[config.mk]
export PLATFORM = sky130hd
export DESIGN_NAME = text_video_generator_flat
export DESIGN_NICKNAME = d
export VERILOG_FILES = /design/src/rtl/text_video_generator_if.sv /design/src/rtl/text_video_generator.sv /design/src/flat_wrapper.sv
export SDC_FILE = /design/constraint.sdc
export NUM_CORES = 1
export LEC_CHECK = 0
export ABC_AREA = 1
export CORE_MARGIN = 2
export CORE_UTILIZATION = 55
export CTS_CLUSTER_SIZE = 12
export DETAILED_ROUTE_END_ITERATION = 16
export GPL_ROUTABILITY_DRIVEN = 0
export GPL_TIMING_DRIVEN = 1
export PLACE_DENSITY_LB_ADDON = 0.15
export SETUP_SLACK_MARGIN = 0.15
export SYNTH_ARGS = -nofsm -noshare
export SYNTH_HDL_FRONTEND = slang
export SYNTH_SLANG_ARGS = --single-unit
[constraint.sdc]
create_clock -name clk -period 6.9 [get_ports clk]
set_input_delay 1.38 -clock clk [delete_from_list [all_inputs] [get_ports clk]]
set_output_delay 1.38 -clock clk [all_outputs]
set_load 0.02 [all_outputs]
[src/rtl/text_video_generator_if.sv]
// text_video_generator_if: char buffer / font ROM fetch bus plus the raster output bundle
interface text_video_generator_if #(parameter int ADDR_BITS = 11);
  logic [ADDR_BITS-1:0] char_buffer_address;
  logic [7:0] char_buffer_data;
  logic [11:0] char_rom_address;
  logic [7:0] char_rom_data;
  logic hsync, vsync, hblank, vblank, video, frame_start;
  modport master(
    output char_buffer_address, char_rom_address, hsync, vsync, hblank, vblank, video, frame_start,
    input char_buffer_data, char_rom_data
  );
  modport slave(
    input char_buffer_address, char_rom_address, hsync, vsync, hblank, vblank, video, frame_start,
    output char_buffer_data, char_rom_data
  );
endinterface

[src/rtl/text_video_generator.sv]
// text_video_generator: character-cell text raster with scroll, reverse attribute and cursor
module text_video_generator #(
  parameter int ROWS = 24,
  parameter int COLS = 80,
  parameter int ROW_BITS = 5,
  parameter int COL_BITS = 7,
  parameter int ADDR_BITS = 11,
  parameter int H_VISIBLE = 640,
  parameter int H_BP = 96,
  parameter int H_FP = 104,
  parameter int H_SYNC = 96,
  parameter int V_BP = 16,
  parameter int V_SYNC = 2,
  parameter int V_TOTAL16 = 420,
  parameter int V_TOTAL8 = 262,
  parameter int ATTR_EN = 1
) (
  input  logic clk,
  input  logic reset,
  input  logic ce_pixel,
  input  logic font_8x8,
  input  logic [ROW_BITS-1:0] scroll_row,
  input  logic [COL_BITS-1:0] cursor_x,
  input  logic [ROW_BITS-1:0] cursor_y,
  input  logic cursor_blink_on,
  input  logic cursor_mode,
  text_video_generator_if.master bus
);
  localparam int H_TOTAL = H_BP + H_VISIBLE + H_FP + H_SYNC;
  localparam int HW = $clog2(H_TOTAL);
  localparam int VW = $clog2(V_TOTAL16 > V_TOTAL8 ? V_TOTAL16 : V_TOTAL8);
  localparam logic [ROW_BITS:0] ROWS_W = ROWS;
  logic [HW-1:0] hc, hx;
  logic [VW-1:0] vc, vy, vt_m1;
  logic font_q, h_end, v_end, h_vis, v_vis, vis0, cur0;
  logic [ROW_BITS-1:0] scroll_q, row0, rs;
  logic [ROW_BITS:0] rs_sum;
  logic [COL_BITS-1:0] col0;
  logic [3:0] rowc0, rowc1;
  logic [2:0] colc0, colc1, colc2;
  logic [ADDR_BITS-1:0] addr0;
  logic [4:0] ctl0, ctl1, ctl2;
  logic vis1, vis2, cur1, cur2, rev2, font1;
  always_comb begin
    vt_m1 = font_q ? VW'(V_TOTAL8 - 1) : VW'(V_TOTAL16 - 1);
    h_end = hc == HW'(H_TOTAL - 1);
    v_end = vc == vt_m1;
    hx = hc - HW'(H_BP);
    vy = vc - VW'(V_BP);
    h_vis = hc >= HW'(H_BP) && hc < HW'(H_BP + H_VISIBLE);
    v_vis = vc >= VW'(V_BP) && vy < (font_q ? VW'(ROWS * 8) : VW'(ROWS * 16));
    vis0 = h_vis && v_vis;
    col0 = vis0 ? COL_BITS'(hx >> 3) : '0;
    row0 = vis0 ? ROW_BITS'(font_q ? (vy >> 3) : (vy >> 4)) : '0;
    rowc0 = font_q ? {1'b0, vy[2:0]} : vy[3:0];
    colc0 = hx[2:0];
    rs_sum = {1'b0, row0} + {1'b0, scroll_q};
    rs = rs_sum >= ROWS_W ? ROW_BITS'(rs_sum - ROWS_W) : ROW_BITS'(rs_sum);
    addr0 = ADDR_BITS'(int'(rs) * COLS + int'(col0));
    cur0 = cursor_blink_on && vis0 && col0 == cursor_x && row0 == cursor_y &&
           (!cursor_mode || rowc0 == (font_q ? 4'd7 : 4'd15));
    ctl0 = {hc < HW'(H_TOTAL - H_SYNC), vc <= vt_m1 - VW'(V_SYNC), !h_vis, !v_vis, hc == '0 && vc == '0};
  end
  // font and scroll only change at the frame wrap so a frame is never torn
  always_ff @(posedge clk) begin
    if (reset) begin
      hc <= '0;
      vc <= '0;
      font_q <= font_8x8;
      scroll_q <= scroll_row;
    end else if (ce_pixel) begin
      hc <= h_end ? '0 : hc + 1'b1;
      if (h_end) vc <= v_end ? '0 : vc + 1'b1;
      if (h_end && v_end) begin
        font_q <= font_8x8;
        scroll_q <= scroll_row;
      end
    end
  end
  // sync/blank ride the same three stages as the pixel so every pin lines up
  always_ff @(posedge clk) begin
    if (reset) begin
      bus.char_buffer_address <= '0;
      bus.char_rom_address <= '0;
      ctl1 <= 5'b11110;
      ctl2 <= 5'b11110;
      {bus.hsync, bus.vsync, bus.hblank, bus.vblank, bus.frame_start} <= 5'b11110;
      bus.video <= 1'b0;
      {vis1, vis2, cur1, cur2, rev2, font1} <= '0;
      rowc1 <= '0;
      colc1 <= '0;
      colc2 <= '0;
    end else if (ce_pixel) begin
      bus.char_buffer_address <= addr0;
      ctl1 <= ctl0;
      vis1 <= vis0;
      cur1 <= cur0;
      font1 <= font_q;
      rowc1 <= rowc0;
      colc1 <= colc0;
      bus.char_rom_address <= font1 ? 12'({1'b0, bus.char_buffer_data[6:0], rowc1[2:0]})
                                    : {bus.char_buffer_data, rowc1};
      rev2 <= ATTR_EN != 0 && font1 && bus.char_buffer_data[7];
      ctl2 <= ctl1;
      vis2 <= vis1;
      cur2 <= cur1;
      colc2 <= colc1;
      {bus.hsync, bus.vsync, bus.hblank, bus.vblank, bus.frame_start} <= ctl2;
      bus.video <= vis2 && (bus.char_rom_data[~colc2] ^ rev2 ^ cur2);
    end
  end
endmodule

[src/flat_wrapper.sv]
// flat-port wrapper written by rule: the top's interface ports become plain ports
module text_video_generator_flat 
#(
  parameter int ROWS = 24,
  parameter int COLS = 80,
  parameter int ROW_BITS = 5,
  parameter int COL_BITS = 7,
  parameter int ADDR_BITS = 11,
  parameter int H_VISIBLE = 640,
  parameter int H_BP = 96,
  parameter int H_FP = 104,
  parameter int H_SYNC = 96,
  parameter int V_BP = 16,
  parameter int V_SYNC = 2,
  parameter int V_TOTAL16 = 420,
  parameter int V_TOTAL8 = 262,
  parameter int ATTR_EN = 1
)
  (clk, reset, ce_pixel, font_8x8, scroll_row, cursor_x, cursor_y, cursor_blink_on, cursor_mode, bus_char_buffer_address, bus_char_rom_address, bus_hsync, bus_vsync, bus_hblank, bus_vblank, bus_video, bus_frame_start, bus_char_buffer_data, bus_char_rom_data);
  text_video_generator_if #(.ADDR_BITS(ADDR_BITS)) bus_i ();
  input  logic clk;
  input  logic reset;
  input  logic ce_pixel;
  input  logic font_8x8;
  input  logic [ROW_BITS-1:0] scroll_row;
  input  logic [COL_BITS-1:0] cursor_x;
  input  logic [ROW_BITS-1:0] cursor_y;
  input  logic cursor_blink_on;
  input  logic cursor_mode;
  output wire logic [$bits(bus_i.char_buffer_address)-1:0] bus_char_buffer_address;
  output wire logic [$bits(bus_i.char_rom_address)-1:0] bus_char_rom_address;
  output wire logic [$bits(bus_i.hsync)-1:0] bus_hsync;
  output wire logic [$bits(bus_i.vsync)-1:0] bus_vsync;
  output wire logic [$bits(bus_i.hblank)-1:0] bus_hblank;
  output wire logic [$bits(bus_i.vblank)-1:0] bus_vblank;
  output wire logic [$bits(bus_i.video)-1:0] bus_video;
  output wire logic [$bits(bus_i.frame_start)-1:0] bus_frame_start;
  input wire logic [$bits(bus_i.char_buffer_data)-1:0] bus_char_buffer_data;
  input wire logic [$bits(bus_i.char_rom_data)-1:0] bus_char_rom_data;
  assign bus_char_buffer_address = bus_i.char_buffer_address;
  assign bus_char_rom_address = bus_i.char_rom_address;
  assign bus_hsync = bus_i.hsync;
  assign bus_vsync = bus_i.vsync;
  assign bus_hblank = bus_i.hblank;
  assign bus_vblank = bus_i.vblank;
  assign bus_video = bus_i.video;
  assign bus_frame_start = bus_i.frame_start;
  assign bus_i.char_buffer_data = bus_char_buffer_data;
  assign bus_i.char_rom_data = bus_char_rom_data;
  text_video_generator #(.ROWS(ROWS), .COLS(COLS), .ROW_BITS(ROW_BITS), .COL_BITS(COL_BITS), .ADDR_BITS(ADDR_BITS), .H_VISIBLE(H_VISIBLE), .H_BP(H_BP), .H_FP(H_FP), .H_SYNC(H_SYNC), .V_BP(V_BP), .V_SYNC(V_SYNC), .V_TOTAL16(V_TOTAL16), .V_TOTAL8(V_TOTAL8), .ATTR_EN(ATTR_EN)) u_core (.clk(clk), .reset(reset), .ce_pixel(ce_pixel), .font_8x8(font_8x8), .scroll_row(scroll_row), .cursor_x(cursor_x), .cursor_y(cursor_y), .cursor_blink_on(cursor_blink_on), .cursor_mode(cursor_mode), .bus(bus_i));
endmodule
==> flow_summary.yaml <==
timing:
  final.setup.worst_slack_ns: 1.57
  tightest_slew_ns: 0.980
  clock_skew_ns: 0.0150
  post-route-period-util: 0.772
  relSlewSlack: 0.344
  hold_violations: 0
  period_needed_ns: 5.33
  rsz0062_at_grt: "no"
  finalSetupTns_ns: 0
  timing.hold.ws_ns: 0.460
  max_freq_ghz: 0.188
  finalSetupViolations: 0
  report.final.slew_viol_count: 0
detailed_routing:
  dr.pass1.iters: 4
  wl_per_cell_um: 13.1
  drt_iter0_markers: 213
  drc_errors: 0
  vias: 4281
  drt-total-wl_um: 10500
  ant_nets: 0
  via_per_inst: 5.35
die:
  die_area_um2: 9050
  ios: 68
  coreArea_um2: 8130
  start_util: 0.562
  die_y_um: 95.1
  die_x_um: 95.1
  std_cell_rows: 33
critical_path:
  cp_max_fo: 10
  worstSetupEndpointType: "register"
  r2r-end: "u_core.bus.char_buffer_address[10]$_SDFFE_PP0P_"
  worstPathRequired_ns: 7.16
  rr_worst_depth: 29
  cpPeakStageDelay_ns: 0.54
  start_kind: "register"
  worstReg2RegStart: "u_core.vc[4]$_SDFFE_PP0P_"
  critPathKind: "register to register"
  critPathSlowestCell: "dfxtp_1"
  critPathArrivalTime_ns: 5.58
  regToRegSetupSlack_ns: 1.57
logic_synthesis:
  synth.distinct_cells: 44
  synth-edff-count: 6
  yosysWarnings: 0
  netlist_area_um2: 4570
  async_reset_ff_frac: 0
  yosysSeqAreaShare: 0.364
  syn_avg_cell_area_um2: 7.21
  synth-seq-cells: 80
  synth_ff_type: "dfxtp_1"
  synthTopCellsByArea: "dfxtp_1 (32%), nand2_1 (10%), ha_1 (7.4%)"
  synth_fp_nets: 703
  syn_inst: 634
  synth_top_area_share: 0.324
  synth_top_area_cell: "dfxtp_1"
global_routing:
  grt.overflow.total: 0
  grt_pass1_vias: 3828
  antenna_found_initial: 0
  grt_usage: 0.241
  grt_pass1_wl_um: 17400
  grt_max_degree: 66
cts:
  htreeDepth: 3
  clkLatencyLatePin_ns: 0.36
  cts.clk_slew.worst_paths_ns: 0.09
  cts_root_buf: "clkbuf_8"
  cts_buffers: 9
  cts_tree: "built"
  cts.repair.resized: 0
  postCtsSetupBuffers: 0
  cts.sinks: 80
  cts_hold_buf: 0
  cts_max_path_buffers: 2
power_and_ir_drop:
  ir_drop_mv: 0.0834
  leakage_nw: 2.48
  power_density_nw_per_um2: 180
min_path:
  hp-start: "u_core.ctl2[4]$_SDFFE_PP1P_"
  min_to: "u_core.ctl2[4]$_SDFFE_PP1P_"
  hold_path_class: "register to register"
  hold_depth: 2
placement:
  dpl_worst_slack_ns: 1.59
  dp_hpwl_um: 7590
  io_buffers: 67
final_layout:
  syn_to_final_growth_pct: 20.0
  diodes: 0
  fin_nets: 760
  drive_gt1_frac: 0.0734
run_status:
  status: "finished, final reports clean"
job:
  max_cap_violations: 0
-- metal layers --
metal | track usage | routed length (µm) | vias to the layer above | share of wire
met3 | 0.0395 | 662 | 22 | 0.063
met5 | 0 | 0 | - | 0
met4 | 0.0773 | 175 | 0 | 0.017
li1 | - | - | 2200 | -
met1 | 0.317 | 4780 | 1925 | 0.45
met2 | 0.404 | 4900 | 134 | 0.47
-- cells by family after synthesis --
kind of cell	share of synthesized area
and+or+nand+nor	0.304
AOI/OAI and AO/OA	0.124
buffers and inverters	0.0846
DFF	0.364
adders and majority gates	0.0871
xor gates and xnor gates	0.0345
muxes	0.00219
-- cell usage after synthesis (3+ instances only) --
master and count:
nand2_1 125, nor2_1 75, dfxtp_1 74, inv_1 64
nand3_1 44, o21ai_0 44, a21oi_1 43, ha_1 27
nand4_1 19, clkbuf_1 15, inv_2 10, o211ai_1 10
xor2_1 10, xnor2_1 8, edfxtp_1 6, nand2_2 6
nor3_1 6, nand3_2 5, buf_1 4, nor3b_1 4
buf_2 3, fa_1 3, nor4_1 3
-- cell type report --
| cell class | instances | area (µm²) |
|---|---|---|
| fillers | 702 | 2650 |
| multi-input cells | 455 | 2520 |
| flip-flops and latches | 80 | 1660 |
| repair buffers | 70 | 688 |
| inverters | 75 | 282 |
| clock buffers | 12 | 176 |
| well taps | 105 | 131 |
| clock inverters | 3 | 22.5 |
-- state kept, by name, summed over array words and instances (netlist names), 3 cells and up --
signal,cells
u_core.rowc1,4
u_core.vc,9
u_core.scroll_q,5
u_core.bus.char_rom_address,12
u_core.bus.char_buffer_address,11
u_core.colc2,3
u_core.hc,10
u_core.colc1,3
u_core.ctl2,5
u_core.ctl1,5
-- critical path, delay by kind of cell, from the launching register on --
kind,cells,cell delay (ns)
compound gates,4,0.71
xor+xnor,3,0.60
fa+ha+maj,7,2.06
buf+inv,5,0.39
flops,1,0.54
simple gates,10,0.96
-- worst max path at each step --
stage                                    startpoint                                         endpoint
final                     u_core.vc[4]$_SDFFE_PP0P_  u_core.bus.char_buffer_address[10]$_SDFFE_PP0P_
after global routing      u_core.vc[4]$_SDFFE_PP0P_  u_core.bus.char_buffer_address[10]$_SDFFE_PP0P_
after CTS                 u_core.vc[4]$_SDFFE_PP0P_  u_core.bus.char_buffer_address[10]$_SDFFE_PP0P_
after detailed placement  u_core.vc[4]$_SDFFE_PP0P_  u_core.bus.char_buffer_address[10]$_SDFFE_PP0P_
after global placement    u_core.vc[4]$_SDFFE_PP0P_  u_core.bus.char_buffer_address[10]$_SDFFE_PP0P_
after floorplan           u_core.vc[4]$_SDFFE_PP0P_  u_core.bus.char_buffer_address[10]$_SDFFE_PP0P_
-- per-stage QoR --
stage                     utilization  std cells  cell area (µm²)  total power, mW
after floorplan                     -        634             4570            0.591
after global placement          0.649        785             5280            0.649
after detailed placement        0.649        785             5280            0.653
after CTS                       0.674        800             5480            0.996
after global routing            0.674        800             5480             1.03
final                           0.674        800             5480            0.986
-- cell usage in the layout (no fill, tap or decap), types with 19 or more instances in the layout --
cell / n
clkdlybuf4s50_1: 66
inv_1: 64
nand3_1: 44
nor2_1: 75
nand4_1: 19
dfxtp_1: 74
o21ai_0: 44
ha_1: 27
nand2_1: 125
a21oi_1: 43
-- power breakdown --
group | leakage (nW) | total [mW] | internal (mW) | switching (mW)
Combinational | 1.72 | 0.142 | 0.0661 | 0.0757
Sequential | 0.664 | 0.500 | 0.488 | 0.0120
Clock | 0.104 | 0.345 | 0.172 | 0.173
Total | 2.48 | 0.986 | 0.726 | 0.261
Power figures use the tool's default switching activity.
